[src/rtl/systolic_pkg.sv]
// Shared types and constants for the systolic array edge and MAC stages.
package systolic_pkg;

    // Operand width shared between the feeders and the MACs.
    localparam int unsigned FEEDER_DATA_WIDTH = 32;

    // Operand feeder control states.
    typedef enum logic [2:0] {
        ST_IDLE   = 3'd0,
        ST_SKEW   = 3'd1,
        ST_STREAM = 3'd2,
        ST_HOLD   = 3'd3,
        ST_FINISH = 3'd4
    } feeder_state_t;

endpackage

[src/rtl/feeder_buffer.sv]
// Operand register file: synchronous write, combinational read, no reset.
module feeder_buffer
    import systolic_pkg::*;
#(
    parameter int unsigned DATA_WIDTH = FEEDER_DATA_WIDTH,
    parameter int unsigned DEPTH      = 8,
    parameter int unsigned AW         = 3
) (
    input  logic                  clk,
    input  logic                  i_wr_en,
    input  logic [AW-1:0]         i_wr_addr,
    input  logic [DATA_WIDTH-1:0] i_wr_data,
    input  logic [AW-1:0]         i_rd_addr,
    output logic [DATA_WIDTH-1:0] o_rd_data
);

    logic [DATA_WIDTH-1:0] r_mem [DEPTH];

    // Write port; contents are don't-care after reset.
    always_ff @(posedge clk) begin
        if (i_wr_en) begin
            r_mem[i_wr_addr] <= i_wr_data;
        end
    end

    assign o_rd_data = r_mem[i_rd_addr];

endmodule

[src/rtl/operand_feeder.sv]
// Edge feeder: buffers one operand vector, then streams it into the edge MAC
// with a lane skew before the first beat and a hold window after each beat.
module operand_feeder
    import systolic_pkg::*;
#(
    parameter int unsigned DATA_WIDTH  = FEEDER_DATA_WIDTH,
    parameter int unsigned DEPTH       = 8,
    parameter int unsigned SKEW        = 0,
    parameter int unsigned HOLD_CYCLES = 2,
    parameter int unsigned CW          = $clog2(DEPTH + 1)
) (
    input  logic                  clk,
    input  logic                  rst,
    input  logic                  load_valid,
    input  logic [DATA_WIDTH-1:0] load_data,
    output logic                  load_ready,
    input  logic [CW-1:0]         k_len,
    input  logic                  start,
    output logic [DATA_WIDTH-1:0] out_data,
    output logic                  out_waiting,
    output logic                  out_finished,
    input  logic                  out_ready,
    output logic                  busy,
    output logic                  done
);

    localparam int unsigned AW = (DEPTH > 1) ? $clog2(DEPTH) : 1;
    localparam int unsigned SW = (SKEW > 0) ? $clog2(SKEW + 1) : 1;
    localparam int unsigned HW = (HOLD_CYCLES > 0) ? $clog2(HOLD_CYCLES + 1) : 1;

    feeder_state_t         r_state;
    feeder_state_t         w_state_nxt;
    logic [CW-1:0]         r_wr_ptr;
    logic [CW-1:0]         w_wr_ptr_nxt;
    logic [CW-1:0]         r_rd_ptr;
    logic [CW-1:0]         w_rd_ptr_nxt;
    logic [CW-1:0]         r_k_len;
    logic [CW-1:0]         w_k_len_nxt;
    logic [SW-1:0]         r_skew_cnt;
    logic [SW-1:0]         w_skew_cnt_nxt;
    logic [HW-1:0]         r_hold_cnt;
    logic [HW-1:0]         w_hold_cnt_nxt;
    logic [DATA_WIDTH-1:0] r_out_data;
    logic [DATA_WIDTH-1:0] w_out_data_nxt;
    logic                  r_done;
    logic                  w_done_nxt;

    logic                  w_wr_en;
    logic                  w_load_ready;
    logic                  w_start_ok;
    logic [AW-1:0]         w_wr_addr;
    logic [AW-1:0]         w_rd_addr;
    logic [DATA_WIDTH-1:0] w_rd_data;

    // Pointers never exceed DEPTH; the buffer is only addressed below DEPTH.
    assign w_wr_addr    = AW'(r_wr_ptr);
    assign w_rd_addr    = (r_state == ST_IDLE) ? '0 : AW'(r_rd_ptr);
    assign w_load_ready = (r_state == ST_IDLE) && (r_wr_ptr < CW'(DEPTH));
    // Start is qualified against the pre-write fill level.
    assign w_start_ok   = start && (k_len != '0) && (k_len <= r_wr_ptr);

    feeder_buffer #(
        .DATA_WIDTH (DATA_WIDTH),
        .DEPTH      (DEPTH),
        .AW         (AW)
    ) u_buffer (
        .clk        (clk),
        .i_wr_en    (w_wr_en),
        .i_wr_addr  (w_wr_addr),
        .i_wr_data  (load_data),
        .i_rd_addr  (w_rd_addr),
        .o_rd_data  (w_rd_data)
    );

    // State and datapath registers with synchronous reset.
    always_ff @(posedge clk) begin
        if (rst) begin
            r_state    <= ST_IDLE;
            r_wr_ptr   <= '0;
            r_rd_ptr   <= '0;
            r_k_len    <= '0;
            r_skew_cnt <= '0;
            r_hold_cnt <= '0;
            r_out_data <= '0;
            r_done     <= 1'b0;
        end else begin
            r_state    <= w_state_nxt;
            r_wr_ptr   <= w_wr_ptr_nxt;
            r_rd_ptr   <= w_rd_ptr_nxt;
            r_k_len    <= w_k_len_nxt;
            r_skew_cnt <= w_skew_cnt_nxt;
            r_hold_cnt <= w_hold_cnt_nxt;
            r_out_data <= w_out_data_nxt;
            r_done     <= w_done_nxt;
        end
    end

    // Next-state and register-update decode.
    always_comb begin
        w_state_nxt    = r_state;
        w_wr_ptr_nxt   = r_wr_ptr;
        w_rd_ptr_nxt   = r_rd_ptr;
        w_k_len_nxt    = r_k_len;
        w_skew_cnt_nxt = r_skew_cnt;
        w_hold_cnt_nxt = r_hold_cnt;
        w_out_data_nxt = r_out_data;
        w_done_nxt     = 1'b0;
        w_wr_en        = 1'b0;

        case (r_state)
            ST_IDLE: begin
                if (load_valid && w_load_ready) begin
                    w_wr_en      = 1'b1;
                    w_wr_ptr_nxt = r_wr_ptr + CW'(1);
                end
                if (w_start_ok) begin
                    w_k_len_nxt    = k_len;
                    w_rd_ptr_nxt   = '0;
                    w_out_data_nxt = w_rd_data;
                    if (SKEW > 0) begin
                        w_skew_cnt_nxt = SW'(SKEW - 1);
                        w_state_nxt    = ST_SKEW;
                    end else begin
                        w_state_nxt    = ST_STREAM;
                    end
                end
            end

            ST_SKEW: begin
                if (r_skew_cnt == '0) begin
                    w_state_nxt = ST_STREAM;
                end else begin
                    w_skew_cnt_nxt = r_skew_cnt - SW'(1);
                end
            end

            ST_STREAM: begin
                if (out_ready) begin
                    w_rd_ptr_nxt   = r_rd_ptr + CW'(1);
                    w_hold_cnt_nxt = HW'(HOLD_CYCLES);
                    w_state_nxt    = ST_HOLD;
                end
            end

            ST_HOLD: begin
                if (r_hold_cnt <= HW'(1)) begin
                    if (r_rd_ptr == r_k_len) begin
                        w_state_nxt = ST_FINISH;
                    end else begin
                        w_out_data_nxt = w_rd_data;
                        w_state_nxt    = ST_STREAM;
                    end
                end else begin
                    w_hold_cnt_nxt = r_hold_cnt - HW'(1);
                end
            end

            ST_FINISH: begin
                if (out_ready) begin
                    w_done_nxt   = 1'b1;
                    w_wr_ptr_nxt = '0;
                    w_state_nxt  = ST_IDLE;
                end
            end

            default: begin
                w_state_nxt = ST_IDLE;
            end
        endcase
    end

    // Handshake flags are decoded from the state register only.
    assign load_ready   = w_load_ready;
    assign out_data     = r_out_data;
    assign out_waiting  = (r_state == ST_STREAM);
    assign out_finished = (r_state == ST_FINISH);
    assign busy         = (r_state != ST_IDLE);
    assign done         = r_done;

endmodule

[config.mk]
export PLATFORM = sky130hd
export DESIGN_NAME = operand_feeder
export DESIGN_NICKNAME = d
export VERILOG_FILES = /design/src/rtl/systolic_pkg.sv /design/src/rtl/feeder_buffer.sv /design/src/rtl/operand_feeder.sv
export SDC_FILE = /design/constraint.sdc
export NUM_CORES = 1
export LEC_CHECK = 0
export CORE_MARGIN = 3
export CORE_UTILIZATION = 52
export CTS_BUF_LIST = sky130_fd_sc_hd__clkbuf_16
export CTS_CLUSTER_DIAMETER = 150
export DETAILED_ROUTE_END_ITERATION = 8
export DONT_BUFFER_PORTS = 1
export PLACE_DENSITY = 0.67
export SLEW_MARGIN = 20
export SYNTH_ARGS = -nofsm -noshare
export SYNTH_HDL_FRONTEND = slang
export SYNTH_SLANG_ARGS = --single-unit
[constraint.sdc]
create_clock -name clk -period 12.25 [get_ports clk]
set_input_delay 3.0625 -clock clk [delete_from_list [all_inputs] [get_ports clk]]
set_output_delay 3.0625 -clock clk [all_outputs]
set_load 0.01 [all_outputs]
# Word level (Yosys, flattened, before mapping)
# Memory sizes are Yosys's and may differ from the RTL's.
# Index checks and enable logic that the tools add are counted.
# word_totals
reg_bits,51
ramBits,256
input_bits,41
output_inout_bits,37
elab_cells,75
memories,1
# op_classes
addsub,4
order_cmp,3
n_eq_ne,13
n_mux,27
bitwise,1
n_reduce_logical,18
# memory_table
memory,depth,word_bits,read_ports,rd_ports_with_merged_regs,write_ports,line_no,source
u_buffer.r_mem,8,32,1,0,1,feeder_buffer.sv:17,logic [DATA_WIDTH-1:0] r_mem [DEPTH];
# ops
cell,n
$mux 32,3
$pmux 32 s2,1
$mux 3,7
$mux 4,4
$pmux 4 s2,2
$pmux 3 s5,1
$ne 2x2->1 const B,5
$reduce_and 3->1,3
$add 4x1->4 const B,2
$reduce_bool 2->1,4
$eq 3x2->1 const B,2
$mux 1,6
$ne 2x1->1 const B,3
$reduce_and 5->1,1
$eq 4x4->1,1
$le 4x4->1,1
$logic_and 1x1->1,4
$lt 4x4->1 const B,1
$mux 2,2
$pmux 2 s2,1
$reduce_and 4->1,1
$reduce_bool 4->1,1
$eq 3x1->1 const B,1
$eq 3x3->1 const B,1
8 further kinds,8

# Longest topological paths before layout
# depth
ltp_word,7
mapped_depth,9
depth_no_buf,7

# Hierarchy
# A second synthesis with hierarchy kept.
# unflattened
cells_unflattened,641
hier_area_um2,12349.3
# modules_own_cells
mod,instances,cells_per_inst,area_per_inst_um2,seq_area_each_um2
feeder_buffer,1,383,9825.7,7687.4
operand_feeder,1,258,2523.7,1001.0

# Least setup slack after synthesis
# No wires, ideal clock.
# synth_path
path_type,in2reg
from,input load_valid
to,memory u_buffer.r_mem[0][0] (netlist name) (enable)
setup_time_ns,0.461
arrival_ns,5.616
t_required_ns,11.789
setup_slack_ns,6.173
stages,3
path_buffers,0
path_cell_list,and3_1 nand2b_1 nor3_1
# synth_via
elab_chain_cells,5
# synth_lines
item,line_no,source
from (decl),operand_feeder.sv:14,"input logic load_valid,"
$logic_and 1x1->1,operand_feeder.sv:112,if (load_valid && w_load_ready) begin
$mux 1,operand_feeder.sv:112,
$mux 1,operand_feeder.sv:110,case (r_state)
$mux 1,feeder_buffer.sv:21,if (i_wr_en) begin
$mux 1 (not written as such),feeder_buffer.sv:22,r_mem[i_wr_addr] <= i_wr_data;
to (decl),feeder_buffer.sv:17,
# No other way between the ends.

# Worst setup path after layout
# layout_path
from,input k_len[3]
to,register r_out_data[20] (netlist: out_data[20])
# layout_via
elab_chain_cells,5
elab_cells_between_ends,6
classes_between,order compare (1); eq/ne (1); reduce/logical (4)
# layout_lines
item,line_no,source
from (decl),operand_feeder.sv:17,"input logic [CW-1:0] k_len,"
"parallel branches: the longest is 2 deep, another holds $le 4x4->1",--,
$logic_and 1x1->1 *,operand_feeder.sv:60,assign w_start_ok = start && (k_len != '0) && (k_len <= r_wr_ptr);
$ne 2x2->1 (no source line) *,--,
$reduce_and 4->1 (no source line) *,--,
to (signal assigned),operand_feeder.sv:93,r_out_data <= w_out_data_nxt;
to (decl),operand_feeder.sv:43,logic [DATA_WIDTH-1:0] r_out_data;
# Every way passes the cells marked *.
# A chain may end at the register's enable or synchronous reset.

==> results.txt <==
The count of hold buffers inserted by post-cts repair was 0. The kind of cell adding the most delay to the critical path is compound AO/OA/AOI/OAI gates. For this run, global-route usage on met3 was measured as 4.69%. Via count of the first global-routing pass: 7,405.

In this run the static leakage power is 4.66 nW. TritonCTS created 34 clock buffers. The wire-length estimate of the detail-placed layout is 14.2 mm. The maximum net fanout on the critical path was 37. The arrival time at the worst endpoint is 5.97 ns. The clock reaches the later pin of the worst-skew pair after 0.52 ns. Entering global routing, the biggest net connects 76 pins. For the final count of hold timing violations, the log shows 0.

For the number of cells produced by synthesis, the log shows 926. The tree is rooted in a sky130_fd_sc_hd__clkbuf_16. The leading register cell type out of synthesis is sky130_fd_sc_hd__edfxtp_1. The tools report the global routing usage summed across all routing layers as 20.8%. Buffers placed on the I/O ports in this run total 0.

Summing internal, switching and leakage power gives 2.34 mW. For the sequential fraction of the synthesis area, the log shows 69.2%. Initial antenna violation count: 0.

For the total length of routed wires, the log shows 27.1 mm. Biggest cell delay along the critical path: 1.11 ns. The number of instances on the worst hold path came out at 2.

Tracing the worst setup path back leads to its startpoint at k_len[3]. The number of cells traversed by the worst register-to-register path came out at 7. Clock-pin slew was measured on the worst setup and hold paths at 0.06 ns.

The count of final max-slew check failures was 0. The path with the worst hold slack has its endpoint at r_wr_ptr[0]. The post-synthesis instance area was 12,600 um^2; the reported max-cap violation count was 0. The number of fill cells in the layout was 1,820; the remaining antenna violation count after routing was 0.

STA classifies the critical path endpoint as a register. The first-pass GRT wire length was 42.0 mm; the fmax was 177 MHz. The worst setup path is launched from an input pin.

The routed layout has 7,463 vias. Accumulated negative setup slack: 0 ns. The floorplan step set the die width to 161 um.

The total overflow left after global routing is 0. Buffer count from post-CTS setup fixing: 0. Across the routed clock network, the largest skew measured is 0.0171 ns. Pin placement for this block handled 78 I/O pins. The worst pin sits at a relative slew slack of 33.5%. The run gives 12,900 um^2 as the total cell area at the placement stage.

The startpoint identified for the worst register-to-register timing path is r_wr_ptr[1]. Setup repair after global routing left no endpoint under its margin. For met1 alone, demand over resource in global routing was 28.0%. The pre-antenna-repair detailed-routing pass consisted of 9 iterations. The required time of the critical path is 12.58 ns, and the post-route DRC violation count is 0.

Yosys mapped the design onto 46 distinct sky130hd cell types. In this run the standard cell core region covers 23,600 um^2. The post-cts sizing count was 0; the die outline height was 161 um.

Subtracting the final worst setup slack from the clock period gives 5.64 ns. Of the cells placed in the final design, the portion with a size suffix greater than 1 is 12.4%. Yosys printed 0 warnings. The number of enable-type register cells in the synthesized netlist was 256.

The post-route core utilization was 59.3%; the worst path setup slack after routing was 6.61 ns. In this run the most used layer during global routing was met2. CTS saw 306 sinks. The slew at the pin with the worst max-slew slack works out to 0.996 ns. In this run, the number of DRC markers left after iteration 0 of detailed routing was 678.

Dividing the synthesized area by the synthesized cell count gives 13.6 um^2. The initial utilization of the core area, before any placement, comes to 53.2%. The flow ran to the end, and the final reports show no timing, DRC or antenna violations.

The post-route cell area came out at 14,000 um^2. The type of the tightest min-delay check is reg2reg. The layout net count is 961. Global routing used 33.7% of the available met2 tracks. The per-cell via count in the routed design works out to 5.93.

TritonCTS built the clock tree. The clock tree buffer depth was 3; the H-tree depth was 2. The worst register-to-register path ends at out_data[20]. The total nets after synthesis is 974, and the area enclosed by the die boundary is 26,100 um^2. The signal on the critical path passes through ha_1 -> a21o_1 -> a21oi_1 -> nand3_2 -> a21oi_4 -> a221oi_1.

After detailed routing, the average wire length per cell comes to 21.5 um. Synthesis inferred 306 register bits. Dividing total power by cell area gives a power density of 167 nW/um^2. The multi-input combinational cell area is 3520 um^2, and the site row count is 56. Summing all flip-flop and latch instances after layout gives 8700 um^2. Setup violations remaining at the end of the flow were counted as 0.

The number of antenna diodes in the final layout is 0. The setup path with the least slack is of type in2reg. The post-synthesis to final-layout area growth was 11.5%.

The fraction of synthesis flops using an asynchronous set or reset pin is 0%, and the post-place setup slack is 6.12 ns. The congestion estimate from routability-driven global placement came to 0.782. The portion of the clock cycle consumed by the worst path in the final layout was 46.1%; the count of buffering cells on the critical path with inverters included was 0. VDD sags by at most 121 uV.

The worst hold path begins at r_wr_ptr[0]. The cell with the largest stage delay on the worst path is sky130_fd_sc_hd__a21oi_4. The slack of the worst reg-to-reg path is 8.55 ns.
cell usage after synthesis (3+ instances only):
| library cell | count | area, um^2 |
|---|---|---|
| sky130_fd_sc_hd__edfxtp_1 | 256 | 7690 |
| sky130_fd_sc_hd__nor2_1 | 147 | 552 |
| sky130_fd_sc_hd__mux2i_1 | 67 | 671 |
| sky130_fd_sc_hd__a31oi_1 | 62 | 388 |
| sky130_fd_sc_hd__dfxtp_1 | 50 | 1000 |
| sky130_fd_sc_hd__nand2_1 | 50 | 188 |
| sky130_fd_sc_hd__inv_1 | 39 | 146 |
| sky130_fd_sc_hd__clkbuf_1 | 34 | 128 |
| sky130_fd_sc_hd__a22oi_1 | 32 | 240 |
| sky130_fd_sc_hd__mux2_2 | 32 | 360 |
| sky130_fd_sc_hd__a221oi_1 | 31 | 272 |
| sky130_fd_sc_hd__o22a_1 | 31 | 272 |
| sky130_fd_sc_hd__buf_2 | 23 | 115 |
| sky130_fd_sc_hd__a21oi_1 | 9 | 45.0 |
| sky130_fd_sc_hd__ha_1 | 7 | 87.6 |
| sky130_fd_sc_hd__nor3_1 | 6 | 30.0 |
| sky130_fd_sc_hd__buf_1 | 5 | 18.8 |
| sky130_fd_sc_hd__xor2_1 | 4 | 35.0 |
| sky130_fd_sc_hd__nand2b_1 | 3 | 18.8 |
| sky130_fd_sc_hd__nand3_1 | 3 | 15.0 |
| sky130_fd_sc_hd__nand4_1 | 3 | 18.8 |
| sky130_fd_sc_hd__nor2b_1 | 3 | 18.8 |
| sky130_fd_sc_hd__o21ai_0 | 3 | 15.0 |
placed cells by master (no fill, tap or decap), types with 3 or more instances in the layout:
master,count
sky130_fd_sc_hd__edfxtp_1,256
sky130_fd_sc_hd__nor2_1,140
sky130_fd_sc_hd__mux2i_1,67
sky130_fd_sc_hd__a31oi_1,62
sky130_fd_sc_hd__nand2_1,49
sky130_fd_sc_hd__inv_1,48
sky130_fd_sc_hd__dfxtp_1,48
sky130_fd_sc_hd__clkbuf_16,36
sky130_fd_sc_hd__mux2_2,32
sky130_fd_sc_hd__a22oi_1,32
sky130_fd_sc_hd__o22a_1,31
sky130_fd_sc_hd__a221oi_1,31
sky130_fd_sc_hd__buf_4,15
sky130_fd_sc_hd__a21oi_1,9
sky130_fd_sc_hd__ha_1,7
sky130_fd_sc_hd__nor2_4,6
sky130_fd_sc_hd__clkinv_1,5
sky130_fd_sc_hd__xor2_1,4
sky130_fd_sc_hd__nor3_1,4
sky130_fd_sc_hd__nand2b_1,3
sky130_fd_sc_hd__nand4_1,3
sky130_fd_sc_hd__nor2b_1,3
sky130_fd_sc_hd__o21ai_0,3
sky130_fd_sc_hd__inv_6,3
sky130_fd_sc_hd__bufinv_16,3
sky130_fd_sc_hd__clkinv_2,3
sequential cells by signal, indices dropped and copies added (netlist names):
signal	flops
r_k_len	4
r_rd_ptr	4
u_buffer.r_mem	256
r_wr_ptr	4
out_data	32
r_hold_cnt	2
r_state	3
done	1
cell families after synthesis:
group | synth area share [%]
AND/OR/NAND/NOR | 7.43
multiplexers | 8.39
AO/OA/AOI/OAI | 10.5
buffers and inverters | 3.43
flip-flops | 69.2
XOR/XNOR | 0.349
adder cells (fa/ha/maj) | 0.697
cell type report:
| type | instances | area share [%] |
|---|---|---|
| Sequential cell | 306 | 62.1 |
| Multi-Input combinational cell | 516 | 25.2 |
| Clock buffer | 36 | 6.43 |
| Tap cell | 319 | 2.85 |
| Clock inverter | 26 | 1.55 |
| Inverter | 40 | 1.07 |
| Timing Repair Buffer | 15 | 0.804 |
where the power goes:
group	leakage, nW	switching, mW	internal [mW]
Combinational	1.35	0.0997	0.0609
Sequential	2.73	0.0260	1.16
Clock	0.578	0.396	0.598
tightest hold or removal path: stages (launching register included):
cell	delay, ns
sky130_fd_sc_hd__dfxtp_1	0.35
sky130_fd_sc_hd__nand2_1	0.07
sky130_fd_sc_hd__a21oi_1	0.06
through the flow:
step                      instances  hold slack [ns]
after CTS                      1258            0.510
after global placement         1196            0.479
after detailed placement       1196            0.499
after global routing           1258            0.545
after floorplan                 926            0.463
final                          1258            0.512
layer usage:
layer | part of all wire (%) | vias to the layer above
met5 | 0 | -
met4 | 2.4 | 0
met3 | 7.0 | 52
met2 | 48 | 234
met1 | 43 | 3708
li1 | - | 3469
worst max-delay path by stage:
stage / endpoint / slack (ns) / cells past startpoint
finish: out_data[20] / 6.61 / 6
global route: out_data[17] / 6.40 / 6
CTS: out_data[24] / 6.66 / 6
detailed placement: out_data[24] / 6.12 / 6
global placement: out_data[17] / 6.22 / 6
floorplan: u_buffer.r_mem[0][0] / 6.17 / 3
No activity file was read; power rests on OpenSTA's default activity.
